### src/rtl/nbody_pkg.sv
// Shared constants for the n-body host port: bus select map, STATUS layout,
// run-FSM states and default field indices.
package nbody_pkg;

  localparam int unsigned SelGo      = 'h00;
  localparam int unsigned SelRead    = 'h01;
  localparam int unsigned SelNBodies = 'h02;
  localparam int unsigned SelGap     = 'h03;
  localparam int unsigned SelStatus  = 'h04;
  localparam int unsigned SelFieldWr = 'h10;
  localparam int unsigned SelFieldRd = 'h40;

  localparam int unsigned StatDone    = 0;
  localparam int unsigned StatHold    = 1;
  localparam int unsigned StatRunning = 2;
  localparam int unsigned StatWrErr   = 3;
  localparam int unsigned StatRdErr   = 4;
  localparam int unsigned StatStepLsb = 32;

  localparam int unsigned FieldX  = 0;
  localparam int unsigned FieldY  = 1;
  localparam int unsigned FieldM  = 2;
  localparam int unsigned FieldVx = 3;
  localparam int unsigned FieldVy = 4;

  typedef enum logic [1:0] {StIdle, StStart, StWait, StHold} state_e;

  // Field windows hold two selects (lower, upper half) per field.
  function automatic logic in_field_window(input int unsigned sel, input int unsigned base,
                                           input int unsigned num_fields);
    return (sel >= base) && (sel < base + (num_fields << 1));
  endfunction

endpackage

### src/rtl/nbody_host_port_if.sv
// Memory-mapped 64-bit slave bus between the host and the n-body host port.
interface nbody_host_port_if #(
  parameter int unsigned ADDR_W = 16
);
  logic              chipselect;
  logic              read;
  logic              write;
  logic [ADDR_W-1:0] addr;
  logic [63:0]       writedata;
  logic [63:0]       readdata;

  modport master (output chipselect, read, write, addr, writedata, input readdata);
  modport slave  (input chipselect, read, write, addr, writedata, output readdata);
endinterface

### src/rtl/nbody_half_stager.sv
// Per-field staging of lower 32-bit halves; an upper-half write commits the full
// 64-bit double to the state memory one cycle later.
module nbody_half_stager #(
  parameter int unsigned BODY_AW    = 9,
  parameter int unsigned NUM_FIELDS = 5
) (
  input  logic               clk,
  input  logic               rst,
  input  logic               wr_lo,
  input  logic               wr_hi,
  input  logic [3:0]         field,
  input  logic [BODY_AW-1:0] idx,
  input  logic [31:0]        data,
  output logic               mem_wr_en,
  output logic [3:0]         mem_wr_field,
  output logic [BODY_AW-1:0] mem_wr_idx,
  output logic [63:0]        mem_wr_data
);

  logic [31:0] stage_q [NUM_FIELDS];
  logic [31:0] stage_sel;

  always_comb begin
    stage_sel = '0;
    for (int i = 0; i < NUM_FIELDS; i++) begin
      if (field == 4'(i)) stage_sel = stage_q[i];
    end
  end

  always_ff @(posedge clk or negedge rst) begin
    if (!rst) begin
      for (int i = 0; i < NUM_FIELDS; i++) stage_q[i] <= '0;
      mem_wr_en    <= 1'b0;
      mem_wr_field <= '0;
      mem_wr_idx   <= '0;
      mem_wr_data  <= '0;
    end else begin
      mem_wr_en <= wr_hi;
      for (int i = 0; i < NUM_FIELDS; i++) begin
        if (wr_lo && field == 4'(i)) stage_q[i] <= data;
      end
      if (wr_hi) begin
        mem_wr_field <= field;
        mem_wr_idx   <= idx;
        mem_wr_data  <= {data, stage_sel};
      end
    end
  end

endmodule

### src/rtl/nbody_host_port.sv
// Host-side front end of the n-body accelerator: control/status registers, run FSM
// with periodic freeze, 64-bit write assembly and registered readback.
module nbody_host_port
  import nbody_pkg::*;
#(
  parameter int unsigned BODY_AW    = 9,
  parameter int unsigned ADDR_W     = 16,
  parameter int unsigned NUM_FIELDS = 5,
  parameter int unsigned STEP_W     = 32
) (
  input  logic               clk,
  input  logic               rst,
  nbody_host_port_if.slave   bus,
  output logic [BODY_AW:0]   n_bodies,
  output logic               step_start,
  input  logic               step_done,
  output logic               freeze,
  output logic               mem_wr_en,
  output logic [3:0]         mem_wr_field,
  output logic [BODY_AW-1:0] mem_wr_idx,
  output logic [63:0]        mem_wr_data,
  output logic               mem_rd_en,
  output logic [3:0]         mem_rd_field,
  output logic [BODY_AW-1:0] mem_rd_idx,
  input  logic [63:0]        mem_rd_data
);

  localparam int unsigned SelW = ADDR_W - BODY_AW;

  state_e             state_q, state_d;
  logic               go_q, read_q, done_q, wr_err_q, rd_err_q;
  logic [BODY_AW:0]   nb_q;
  logic [STEP_W-1:0]  gap_q, step_cnt_q, gap_cnt_q;
  logic [63:0]        readdata_q, reg_rdata;
  logic               rd_pend_q, rd_half_q;

  logic [SelW-1:0]    sel;
  logic [31:0]        sel32;
  logic [BODY_AW-1:0] body_idx;
  logic               wr_acc, rd_acc, host_owns;
  logic               fwr_hit, frd_hit, fwr_ok, frd_ok, f_half;
  logic [3:0]         f_field;
  logic               wr_go, wr_read, wr_nb, wr_gap, wr_status;
  logic               go_eff, read_eff, hold_release;
  logic [STEP_W-1:0]  gap_eff, gap_next;
  logic               step_inc, gap_clr, done_set, done_clr;
  logic               unused_wdata;

  assign sel       = bus.addr[ADDR_W-1:BODY_AW];
  assign body_idx  = bus.addr[BODY_AW-1:0];
  assign sel32     = 32'(sel);
  assign wr_acc    = bus.chipselect & bus.write;
  assign rd_acc    = bus.chipselect & bus.read & ~bus.write;
  assign host_owns = (state_q == StIdle) || (state_q == StHold);

  assign fwr_hit = in_field_window(sel32, SelFieldWr, NUM_FIELDS);
  assign frd_hit = in_field_window(sel32, SelFieldRd, NUM_FIELDS);
  assign fwr_ok  = wr_acc & fwr_hit & host_owns;
  assign frd_ok  = rd_acc & frd_hit & host_owns;
  // Both windows start on an even select: bit0 is the half, the rest is the field.
  assign f_half  = sel[0];
  assign f_field = fwr_hit ? 4'((sel32 - SelFieldWr) >> 1) : 4'((sel32 - SelFieldRd) >> 1);

  assign wr_go     = wr_acc && (sel32 == SelGo);
  assign wr_read   = wr_acc && (sel32 == SelRead);
  assign wr_nb     = wr_acc && (sel32 == SelNBodies);
  assign wr_gap    = wr_acc && (sel32 == SelGap);
  assign wr_status = wr_acc && (sel32 == SelStatus);

  // A register write in the same cycle as step_done takes effect for that decision.
  assign go_eff       = wr_go ? bus.writedata[0] : go_q;
  assign read_eff     = wr_read ? bus.writedata[0] : read_q;
  assign hold_release = (state_q == StHold) && wr_read && !bus.writedata[0] && read_q;
  assign gap_eff      = (gap_q == '0) ? STEP_W'(1) : gap_q;
  assign gap_next     = gap_cnt_q + STEP_W'(1);

  always_comb begin
    state_d  = state_q;
    step_inc = 1'b0;
    gap_clr  = 1'b0;
    done_set = 1'b0;
    done_clr = 1'b0;
    unique case (state_q)
      StIdle:  if (go_q && nb_q != '0) state_d = StStart;
      StStart: state_d = StWait;
      StWait: begin
        if (step_done) begin
          step_inc = 1'b1;
          if (!go_eff) begin
            state_d = StIdle;
          end else if (gap_next >= gap_eff) begin
            state_d  = StHold;
            done_set = 1'b1;
            gap_clr  = 1'b1;
          end else if (read_eff) begin
            state_d = StHold;
          end else begin
            state_d = StStart;
          end
        end
      end
      StHold: begin
        if (wr_go && !bus.writedata[0]) begin
          state_d = StIdle;
        end else if (hold_release) begin
          done_clr = 1'b1;
          state_d  = go_eff ? StStart : StIdle;
        end
      end
      default: state_d = StIdle;
    endcase
  end

  always_comb begin
    reg_rdata = '0;
    case (sel32)
      SelGo:      reg_rdata[0] = go_q;
      SelRead:    reg_rdata[0] = read_q;
      SelNBodies: reg_rdata[BODY_AW:0] = nb_q;
      SelGap:     reg_rdata[STEP_W-1:0] = gap_q;
      SelStatus: begin
        reg_rdata[StatDone]          = done_q;
        reg_rdata[StatHold]          = (state_q == StHold);
        reg_rdata[StatRunning]       = (state_q == StStart) || (state_q == StWait);
        reg_rdata[StatWrErr]         = wr_err_q;
        reg_rdata[StatRdErr]         = rd_err_q;
        reg_rdata[StatStepLsb +: 32] = 32'(step_cnt_q);
      end
      default: ;
    endcase
  end

  always_ff @(posedge clk or negedge rst) begin
    if (!rst) begin
      state_q    <= StIdle;
      go_q       <= 1'b0;
      read_q     <= 1'b0;
      nb_q       <= '0;
      gap_q      <= '0;
      done_q     <= 1'b0;
      wr_err_q   <= 1'b0;
      rd_err_q   <= 1'b0;
      step_cnt_q <= '0;
      gap_cnt_q  <= '0;
      readdata_q <= '0;
      rd_pend_q  <= 1'b0;
      rd_half_q  <= 1'b0;
    end else begin
      state_q <= state_d;
      if (wr_go)   go_q   <= bus.writedata[0];
      if (wr_read) read_q <= bus.writedata[0];
      if (wr_nb)   nb_q   <= bus.writedata[BODY_AW:0];
      if (wr_gap)  gap_q  <= bus.writedata[STEP_W-1:0];
      if (step_inc) begin
        step_cnt_q <= step_cnt_q + STEP_W'(1);
        gap_cnt_q  <= gap_clr ? '0 : gap_next;
      end
      if (done_set)      done_q <= 1'b1;
      else if (done_clr) done_q <= 1'b0;
      if (wr_status) begin
        wr_err_q <= 1'b0;
        rd_err_q <= 1'b0;
      end else begin
        if (wr_acc && fwr_hit && !host_owns) wr_err_q <= 1'b1;
        if (rd_acc && frd_hit && !host_owns) rd_err_q <= 1'b1;
      end
      rd_pend_q <= frd_ok;
      rd_half_q <= f_half;
      if (rd_pend_q) begin
        readdata_q <= rd_half_q ? {32'h0, mem_rd_data[63:32]} : {32'h0, mem_rd_data[31:0]};
      end else if (rd_acc && !frd_hit) begin
        readdata_q <= reg_rdata;
      end
    end
  end

  nbody_half_stager #(
    .BODY_AW    (BODY_AW),
    .NUM_FIELDS (NUM_FIELDS)
  ) u_stager (
    .clk          (clk),
    .rst          (rst),
    .wr_lo        (fwr_ok & ~f_half),
    .wr_hi        (fwr_ok & f_half),
    .field        (f_field),
    .idx          (body_idx),
    .data         (bus.writedata[31:0]),
    .mem_wr_en    (mem_wr_en),
    .mem_wr_field (mem_wr_field),
    .mem_wr_idx   (mem_wr_idx),
    .mem_wr_data  (mem_wr_data)
  );

  assign mem_rd_en    = frd_ok;
  assign mem_rd_field = frd_ok ? f_field : '0;
  assign mem_rd_idx   = frd_ok ? body_idx : '0;

  assign bus.readdata = readdata_q;
  assign n_bodies     = nb_q;
  assign step_start   = (state_q == StStart);
  assign freeze       = host_owns;
  assign unused_wdata = ^bus.writedata;

endmodule

### src/flat_wrapper.sv
// flat-port wrapper written by rule: the top's interface ports become plain ports
module nbody_host_port_flat import nbody_pkg::*;
#(
  parameter int unsigned BODY_AW    = 9,
  parameter int unsigned ADDR_W     = 16,
  parameter int unsigned NUM_FIELDS = 5,
  parameter int unsigned STEP_W     = 32
)
  (clk, rst, n_bodies, step_start, step_done, freeze, mem_wr_en, mem_wr_field, mem_wr_idx, mem_wr_data, mem_rd_en, mem_rd_field, mem_rd_idx, mem_rd_data, bus_chipselect, bus_read, bus_write, bus_addr, bus_writedata, bus_readdata);
  nbody_host_port_if #(.ADDR_W(ADDR_W)) bus_i ();
  input  logic clk;
  input  logic rst;
  output logic [BODY_AW:0] n_bodies;
  output logic step_start;
  input  logic step_done;
  output logic freeze;
  output logic mem_wr_en;
  output logic [3:0] mem_wr_field;
  output logic [BODY_AW-1:0] mem_wr_idx;
  output logic [63:0] mem_wr_data;
  output logic mem_rd_en;
  output logic [3:0] mem_rd_field;
  output logic [BODY_AW-1:0] mem_rd_idx;
  input  logic [63:0] mem_rd_data;
  input wire logic [$bits(bus_i.chipselect)-1:0] bus_chipselect;
  input wire logic [$bits(bus_i.read)-1:0] bus_read;
  input wire logic [$bits(bus_i.write)-1:0] bus_write;
  input wire logic [$bits(bus_i.addr)-1:0] bus_addr;
  input wire logic [$bits(bus_i.writedata)-1:0] bus_writedata;
  output wire logic [$bits(bus_i.readdata)-1:0] bus_readdata;
  assign bus_i.chipselect = bus_chipselect;
  assign bus_i.read = bus_read;
  assign bus_i.write = bus_write;
  assign bus_i.addr = bus_addr;
  assign bus_i.writedata = bus_writedata;
  assign bus_readdata = bus_i.readdata;
  nbody_host_port #(.BODY_AW(BODY_AW), .ADDR_W(ADDR_W), .NUM_FIELDS(NUM_FIELDS), .STEP_W(STEP_W)) u_core (.clk(clk), .rst(rst), .bus(bus_i), .n_bodies(n_bodies), .step_start(step_start), .step_done(step_done), .freeze(freeze), .mem_wr_en(mem_wr_en), .mem_wr_field(mem_wr_field), .mem_wr_idx(mem_wr_idx), .mem_wr_data(mem_wr_data), .mem_rd_en(mem_rd_en), .mem_rd_field(mem_rd_field), .mem_rd_idx(mem_rd_idx), .mem_rd_data(mem_rd_data));
endmodule
### config.mk
export PLATFORM = sky130hd
export DESIGN_NAME = nbody_host_port_flat
export DESIGN_NICKNAME = d
export VERILOG_FILES = /design/src/rtl/nbody_pkg.sv /design/src/rtl/nbody_host_port_if.sv /design/src/rtl/nbody_half_stager.sv /design/src/rtl/nbody_host_port.sv /design/src/flat_wrapper.sv
export SDC_FILE = /design/constraint.sdc
export NUM_CORES = 1
export LEC_CHECK = 0
export CORE_ASPECT_RATIO = 2
export CORE_UTILIZATION = 58
export CTS_CLUSTER_SIZE = 28
export DETAILED_ROUTE_END_ITERATION = 8
export HOLD_SLACK_MARGIN = 0.15
export PLACE_DENSITY = 0.86
export SLEW_MARGIN = 20
export SYNTH_ARGS = -nofsm -noshare
export SYNTH_HDL_FRONTEND = slang
export SYNTH_SLANG_ARGS = --single-unit
export TNS_END_PERCENT = 30
### constraint.sdc
create_clock -name clk -period 4.81 [get_ports clk]
set_input_delay 0.962 -clock clk [delete_from_list [all_inputs] [get_ports clk]]
set_output_delay 0.962 -clock clk [all_outputs]
set_load 0.1 [all_outputs]
==> results.md, run 1 <==
- Clock tree buffer depth: 3
- Layout cells sized above 1: 19.44%
- Slew headroom: 19.89%
- CP cell instances: and3_4 > nand2_1 > nor2_1 > and2_1 > nand2_1 > xor2_1 > inv_1 > ha_1 > a21oi_2 > o21ai_2 > a221oi_4 > o211ai_4 > o211ai_4 > a21oi_4 > buf_4 > o41ai_1
- Post-Syn Area: 19,660 µm²
- RSZ-0062 raised after global routing: no
- Minimum clock period after layout: 4.198 ns
- Setup ws final: 0.6119 ns
- Fillcell total: 2,245
- Drt wl/cell: 22.13 µm
- Power per cell area: 390.6 nW/µm²
- Crit-path slowest cell: dfrtp_1
- CTS clk-pin slew, worst paths: 0.07 ns
- Core Util, Final: 72.08%
- Maximum VDD drop: 0.4215 mV
- Netlist cell types: 70
- Area used by multi-input combinational logic: 8591 µm²
- Register area: 10,440 µm²
- Final WL: 52,460 µm
- Clk sinks: 417
- Cts repair resizes: 0
- PortBufs: 284
- First-pass GRT wire length: 83,750 µm
- HPWL after detailed placement: 36,430 µm
- Final Setup Violations: 0
- Worst R2R Setup Slack: 0.61 ns
- Gp weighted congestion: 0.8948
- Status: finished, final reports clean
- P_leak: 11.29 nW
- Dominant cells by area after synthesis: dfrtp_1, mux2_2, nand2_1
- Num CTS Buffers: 36
- GRT Residual Overflow: 0
- Worst R2R Start: u_core.gap_cnt_q[2]$_DFFE_PN0P_
- Reg2reg path depth: 16
- Post-synth EDFFs: 0
- Placed cell count: 2,309
- Arrival time worst endpoint: 4.63 ns
- CTS tree: yes
- Worst hold path type: input pin to async pin
- Synth Register Bits: 417
- Core area: 33,520 µm²
- Syn Nets: 1,849
- Root Driver: clkbuf_16
- FP Rows: 95
- Top-count cell post-synth: dfrtp_1
- Die height: 262.3 µm
- CP peak stage delay: 0.45 ns
- DRC Markers: 0
- Layout Nets: 2,100
- Overall Global Routing Usage: 30.94%
- Worst skew pair latency: 0.54 ns
- Worst EP required: 5.24 ns
- Synth-to-Final Area Change: 22.92%
- Final hold slack: 0.4777 ns
- Mean Syn Cell Area: 11.84 µm²
- CP Class: register to register
- Ys flop type: dfrtp_1
- Cell count after synthesis: 1,660
- Synth area leader: dfrtp_1
- Area of the die: 34,680 µm²
- Reg-to-Reg End: u_core.gap_cnt_q[23]$_DFFE_PN0P_
- Endpoints failing hold: 0
- Post-synth top area share: 53.09%
- Post-synth top cells: dfrtp_1, nand2_1, mux2_2
- Asr flop ratio synth: 100.0%
- Vias: 14,511
- Setup_tns: 0 ns
- Vias in the first global route: 15,513
- Initial antenna violation count: 3
- Postcts setup bufs: 0
- Fmax: 238.2 MHz
- Drt initial violations: 783
- Htree depth: 2
- Num ports: 318
- Drt via density: 6.123
- Worst slack, placed: 0.7158 ns
- Die X-Extent: 132.2 µm
- Post-route ant nets: 0
- Crit start category: register
- Tcrit/Tclk final: 87.28%
- Largest net degree at the start of global routing: 123
- Setup Skew: 0.02185 ns
- # diodes: 0
- First-pass DRT Iterations: 5
- Hold buffer count at cts: 0
- Layout Cells excl Fill: 2,370
- Tightest Pin Transition: 1.198 ns
- Critical Path End Type: register
- Starting density of the core: 58.64%
- Post-synthesis sequential area ratio: 53.09%
- Max-slew violation count: 0
- MaxCap Viol Count: 0
- Crit Path Max Fanout: 28
- Synth warn: 0
==> power by group <==
part / total, mW / switching, mW / internal (mW) / leakage (nW)
Clock: 2.94 / 1.31 / 1.62 / 0.578
Combinational: 2.54 / 1.88 / 0.669 / 5.03
Sequential: 3.96 / 0.198 / 3.76 / 5.68
Total: 9.44 / 3.39 / 6.05 / 11.3
==> sequential cells by signal (all words and copies together) (netlist names) <==
signal / cells
u_core.step_cnt_q: 32
u_core.read_q: 1
u_core.gap_q: 32
u_core.go_q: 1
u_core.wr_err_q: 1
u_core.u_stager.mem_wr_en: 1
u_core.rd_pend_q: 1
u_core.gap_cnt_q: 32
u_core.rd_half_q: 1
u_core.done_q: 1
u_core.bus.readdata: 64
u_core.u_stager.stage_q: 160
u_core.state_q: 2
u_core.u_stager.mem_wr_field: 4
u_core.u_stager.mem_wr_data: 64
u_core.u_stager.mem_wr_idx: 9
u_core.rd_err_q: 1
u_core.n_bodies: 10
==> cell usage in the layout (no fill, tap or decap), drive strengths merged, types with 5 or more instances in the layout <==
master,netlist,final
a22oi,32,32
mux4,33,33
dfrtp,417,417
a41oi,6,6
or3,7,7
a21o,9,9
nor3,8,8
inv,47,50
clkinv,0,5
mux2,239,239
ha,39,39
o31ai,5,5
and2,19,19
buf,52,45
a22o,35,35
nand2,258,258
nor4,12,12
xnor2,44,44
o21ai,65,65
a21oi,15,15
nand3,32,32
mux2i,7,7
a211oi,7,7
nor2,90,90
xor2,17,17
and3,16,16
clkdlybuf4s50,0,268
a221oi,33,33
clkbuf,48,49
nand4,21,21
and4,9,9
o41ai,5,5
==> worst max-delay path, delay by kind of cell, from the launching register on <==
kind | cells | cell delay (ns)
AO/OA/AOI/OAI | 7 | 1.63
XOR/XNOR | 1 | 0.29
adder cells (fa/ha/maj) | 1 | 0.34
buffers and inverters | 2 | 0.35
flip-flops | 1 | 0.45
AND/OR/NAND/NOR | 5 | 1.00
==> how the worst max path moves through the flow <==
stage	start	endpoint	slack [ns]	depth (start not counted)
detailed placement	u_core.gap_cnt_q[2]$_DFFE_PN0P_	u_core.gap_cnt_q[16]$_DFFE_PN0P_	0.72	16
finish	u_core.gap_cnt_q[2]$_DFFE_PN0P_	u_core.gap_cnt_q[23]$_DFFE_PN0P_	0.61	16
global route	u_core.gap_cnt_q[2]$_DFFE_PN0P_	u_core.gap_cnt_q[23]$_DFFE_PN0P_	0.40	16
global placement	bus_addr[12]	mem_rd_field[2]	0.82	7
CTS	u_core.gap_cnt_q[2]$_DFFE_PN0P_	u_core.gap_cnt_q[23]$_DFFE_PN0P_	0.68	16
floorplan	bus_addr[10]	mem_rd_field[0]	0.34	5
==> layer usage <==
| layer | share of wire, % | GRT usage, % | wire length (µm) |
|---|---|---|---|
| met1 | 35 | 34.15 | 18540 |
| met2 | 54 | 56.17 | 28110 |
| met3 | 4.9 | 4.533 | 2596 |
| met4 | 6.1 | 17.92 | 3188 |
| met5 | 0.042 | 0 | 22 |
==> cells by family after synthesis <==
family | count (synthesis) | share of synthesized area [%]
buffers and inverters | 147 | 3.488
adders and majority gates | 39 | 2.483
DFF | 417 | 53.09
other | 1 | 0.01908
xor gates and xnor gates | 61 | 2.718
AOI/OAI and AO/OA | 232 | 8.975
and+or+nand+nor | 484 | 11.38
muxes | 279 | 17.85
==> through the flow <==
stage | power [mW] | area (µm²)
2_1_floorplan | 5.773 | 19660
3_3_place_gp | 6.488 | 22980
3_5_place_dp | 6.562 | 22980
4_1_cts | 9.489 | 24160
5_1_grt | 9.750 | 24160
6_report | 9.438 | 24160
==> final cells by class <==
cell class              count  area share, %
flip-flops and latches    417          43.19
repair buffers            313          13.39
clock inverters            12         0.4453
well taps                 436          2.258
clock buffers              49          4.433
inverters                  47         0.7302
multi-input cells        1096          35.55
Power figures use the tool's default switching activity.
==> run 2, diff against run 1 <==
Settings changed: ABC_AREA from default to 1, CORE_UTILIZATION 58 to 59, PLACE_DENSITY 0.86 to 0.87.
==> results.md, run 2 <==
- Status: finished, final reports clean
- Post-synth EDFFs: 0
- Layout Nets: 2,935
- Busiest grt layer: met2
- Core Util, Final: 73.49%
- CP peak stage delay: 0.57 ns
- Comb pwr share: 35.3%
- Overall Global Routing Usage: 35.10%
- Sequential group share of total power: 37.3%
- Num ports: 318
- Switching Fraction: 41.60%
- Top-count cell post-synth: nand2_1
- GR Layer Usage met1: 38.02%
- Gp weighted congestion: 0.9392
- Vias in the first global route: 18,673
- Minimum clock period after layout: 4.097 ns
- Post-route ant nets: 0
- Post-synthesis sequential area ratio: 51.94%
- FP Rows: 95
- Largest net degree at the start of global routing: 109
- Post-synth top area share: 51.94%
- Tcrit/Tclk final: 85.18%
- Max-slew violation count: 0
- Critical Path End Type: output port
- Final hold slack: 0.4179 ns
- Postcts setup bufs: 0
- # diodes: 0
- Setup_tns: 0 ns
- Setup ws final: 0.7130 ns
- Synth warn: 0
- Hold buffer count at cts: 0
- HPWL after detailed placement: 41,200 µm
- Clock share of power: 27.4%
- RSZ-0062 raised after global routing: no
- Crit Path Max Fanout: 12
- Fillcell total: 2,389
- Post-Syn Area: 20,090 µm²
- Cts repair resizes: 0
- Max reg flops: 160
- Mean Syn Cell Area: 7.998 µm²
- CTS clk-pin slew, worst paths: 0.07 ns
- Core area: 33,520 µm²
- Syn Nets: 2,701
- Final Setup Violations: 0
- MaxCap Viol Count: 0
- CP Class: input pin to output port
- Synth area leader: dfrtp_1
- Worst EP required: 3.85 ns
- Starting density of the core: 59.94%
- Synth Register Bits: 417
- Crit-path slowest cell: clkdlybuf4s50_1
- Maximum VDD drop: 0.3975 mV
- GRT met3 Usage: 4.506%
- First-pass DRT Iterations: 7
- Crit start category: input pin
- CTS tree: yes
- Initial antenna violation count: 0
- First-pass GRT wire length: 95,810 µm
- Power Internal: 6.537 mW
- Worst skew pair latency: 0.54 ns
- DRC Markers: 0
- Endpoints failing hold: 0
- Drt wl/cell: 18.81 µm
- Die height: 263.0 µm
- Highest-count cells in the layout ignoring fill and taps: nand2_1, dfrtp_1, o21ai_0, nor2_1, clkdlybuf4s50_1
- Total power: 11.19 mW
- Power per cell area: 454.4 nW/µm²
- Commonest non-fill, non-tap cell in the layout: nand2_1
- CP cell instances: clkdlybuf4s50_1 > clkinv_1 > nand2_1 > nand2_2 > nand3_1 > nor2_2 > inv_1 > nor2_1 > buf_12
- Fmax: 244.1 MHz
- Arrival time worst endpoint: 3.14 ns
- Tightest Pin Transition: 1.107 ns
- Vias: 18,625
- Clock tree buffer depth: 3
- Drt initial violations: 1,627
- Dominant cells by area after synthesis: dfrtp_1, nand2_1, o21ai_0
- Layout cells sized above 1: 5.157%
- Die X-Extent: 132.5 µm
- Ys flop type: dfrtp_1
- Psw: 4.656 mW
- Met2 usage: 64.07%
- Setup Skew: 0.01365 ns
- Root Driver: clkbuf_16
- Most flop-heavy register: u_core.u_stager.stage_q
- Slew headroom: 25.96%
- Synth-to-Final Area Change: 22.60%
- GRT Residual Overflow: 0
- Htree depth: 2
- Worst slack, placed: 0.7417 ns
- Final WL: 60,350 µm
- PortBufs: 284
- Post-synth top cells: nand2_1, dfrtp_1, o21ai_0
- Drt via density: 5.804
- Clk sinks: 417
- Netlist cell types: 40
- Worst hold path type: input pin to async pin
- P_leak: 11.42 nW
- Num CTS Buffers: 36
- Cell count after synthesis: 2,512
- Area of the die: 34,840 µm²
- Asr flop ratio synth: 100.0%
==> run 2: cell count changes in the layout (fill, tap and decap cells not counted), sizes merged, moves of 34 or more <==
cell / before / now
nand2: 258 / 750
o21ai: 65 / 306
mux2: 239 / 0
nor2: 90 / 277
inv: 50 / 234
nand3: 32 / 87
nand4: 21 / 60
xnor2: 44 / 5
a22o: 35 / 0
or2: 1 / 35
==> run 2: per-stage QoR <==
step,std cells,instance area (µm²)
after global routing,3209,24630
after CTS,3209,24630
after detailed placement,3144,23390
after global placement,3144,23390
final,3209,24630
after floorplan,2512,20090
==> run 2: final cells by class <==
| type | instances | area (µm²) | area share [%] |
|---|---|---|---|
| clock buffers | 48 | 1059 | 4.297 |
| flip-flops and latches | 417 | 10440 | 42.36 |
| clock inverters | 17 | 185.2 | 0.7518 |
| inverters | 237 | 889.6 | 3.612 |
| repair buffers | 311 | 3243 | 13.17 |
| multi-input cells | 1743 | 8275 | 33.60 |
| well taps | 436 | 545.5 | 2.215 |
==> run 2: worst paths after layout <==
| path | start | to | slack, ns | cells past startpoint |
|---|---|---|---|---|
| setup reg to reg | u_core.gap_cnt_q[0]$_DFFE_PN0P_ | u_core.gap_cnt_q[25]$_DFFE_PN0P_ | 0.90 | 20 |
| hold reg to reg | u_core.u_stager.mem_wr_field[3]$_DFFE_PN0P_ | u_core.u_stager.mem_wr_field[3]$_DFFE_PN0P_ | 0.48 | 2 |
| setup / recovery | bus_addr[11] | mem_rd_idx[5] | 0.71 | 9 |
| max in group asynchronous | rst | u_core.u_stager.stage_q[121]$_DFFE_PN0P_ | 3.36 | 2 |
| hold / removal | rst | u_core.bus.readdata[46]$_DFFE_PN0P_ | 0.42 | 1 |
| min in group clk | u_core.u_stager.mem_wr_field[3]$_DFFE_PN0P_ | u_core.u_stager.mem_wr_field[3]$_DFFE_PN0P_ | 0.48 | 2 |
==> run 2: metal layers <==
metal  part of all wire (%)  vias up
li1                       -     8516
met1                     34     8977
met2                     53      884
met3                    5.9      248
met4                    6.8        0
met5                      0        -
==> run 2: worst max-delay path: cells and delay by family <==
| kind | cells | cell delay [ns] |
|---|---|---|
| simple gates | 5 | 0.79 |
| buf+inv | 4 | 1.37 |
==> run 2: cell families (layout without fill, tap and decap cells) <==
logic type / Yosys count / after routing / share of synthesized area, %
other cells: 1 / 1 / 0.01866
buf+inv: 352 / 613 / 6.937
xor+xnor: 45 / 45 / 1.962
flops: 417 / 417 / 51.94
compound gates: 393 / 393 / 10.41
fa+ha+maj: 39 / 39 / 2.429
simple gates: 1265 / 1265 / 26.31
==> run 2: power by group through the flow <==
stage	logic (mW)	registers (mW)	clock network, mW
3_5_place_dp	3.93	4.22	0
4_1_cts	3.95	4.17	3.09
5_1_grt	4.13	4.22	3.22
6_report	3.95	4.18	3.06
2_1_floorplan	0.929	6.10	0
3_3_place_gp	3.86	4.20	0
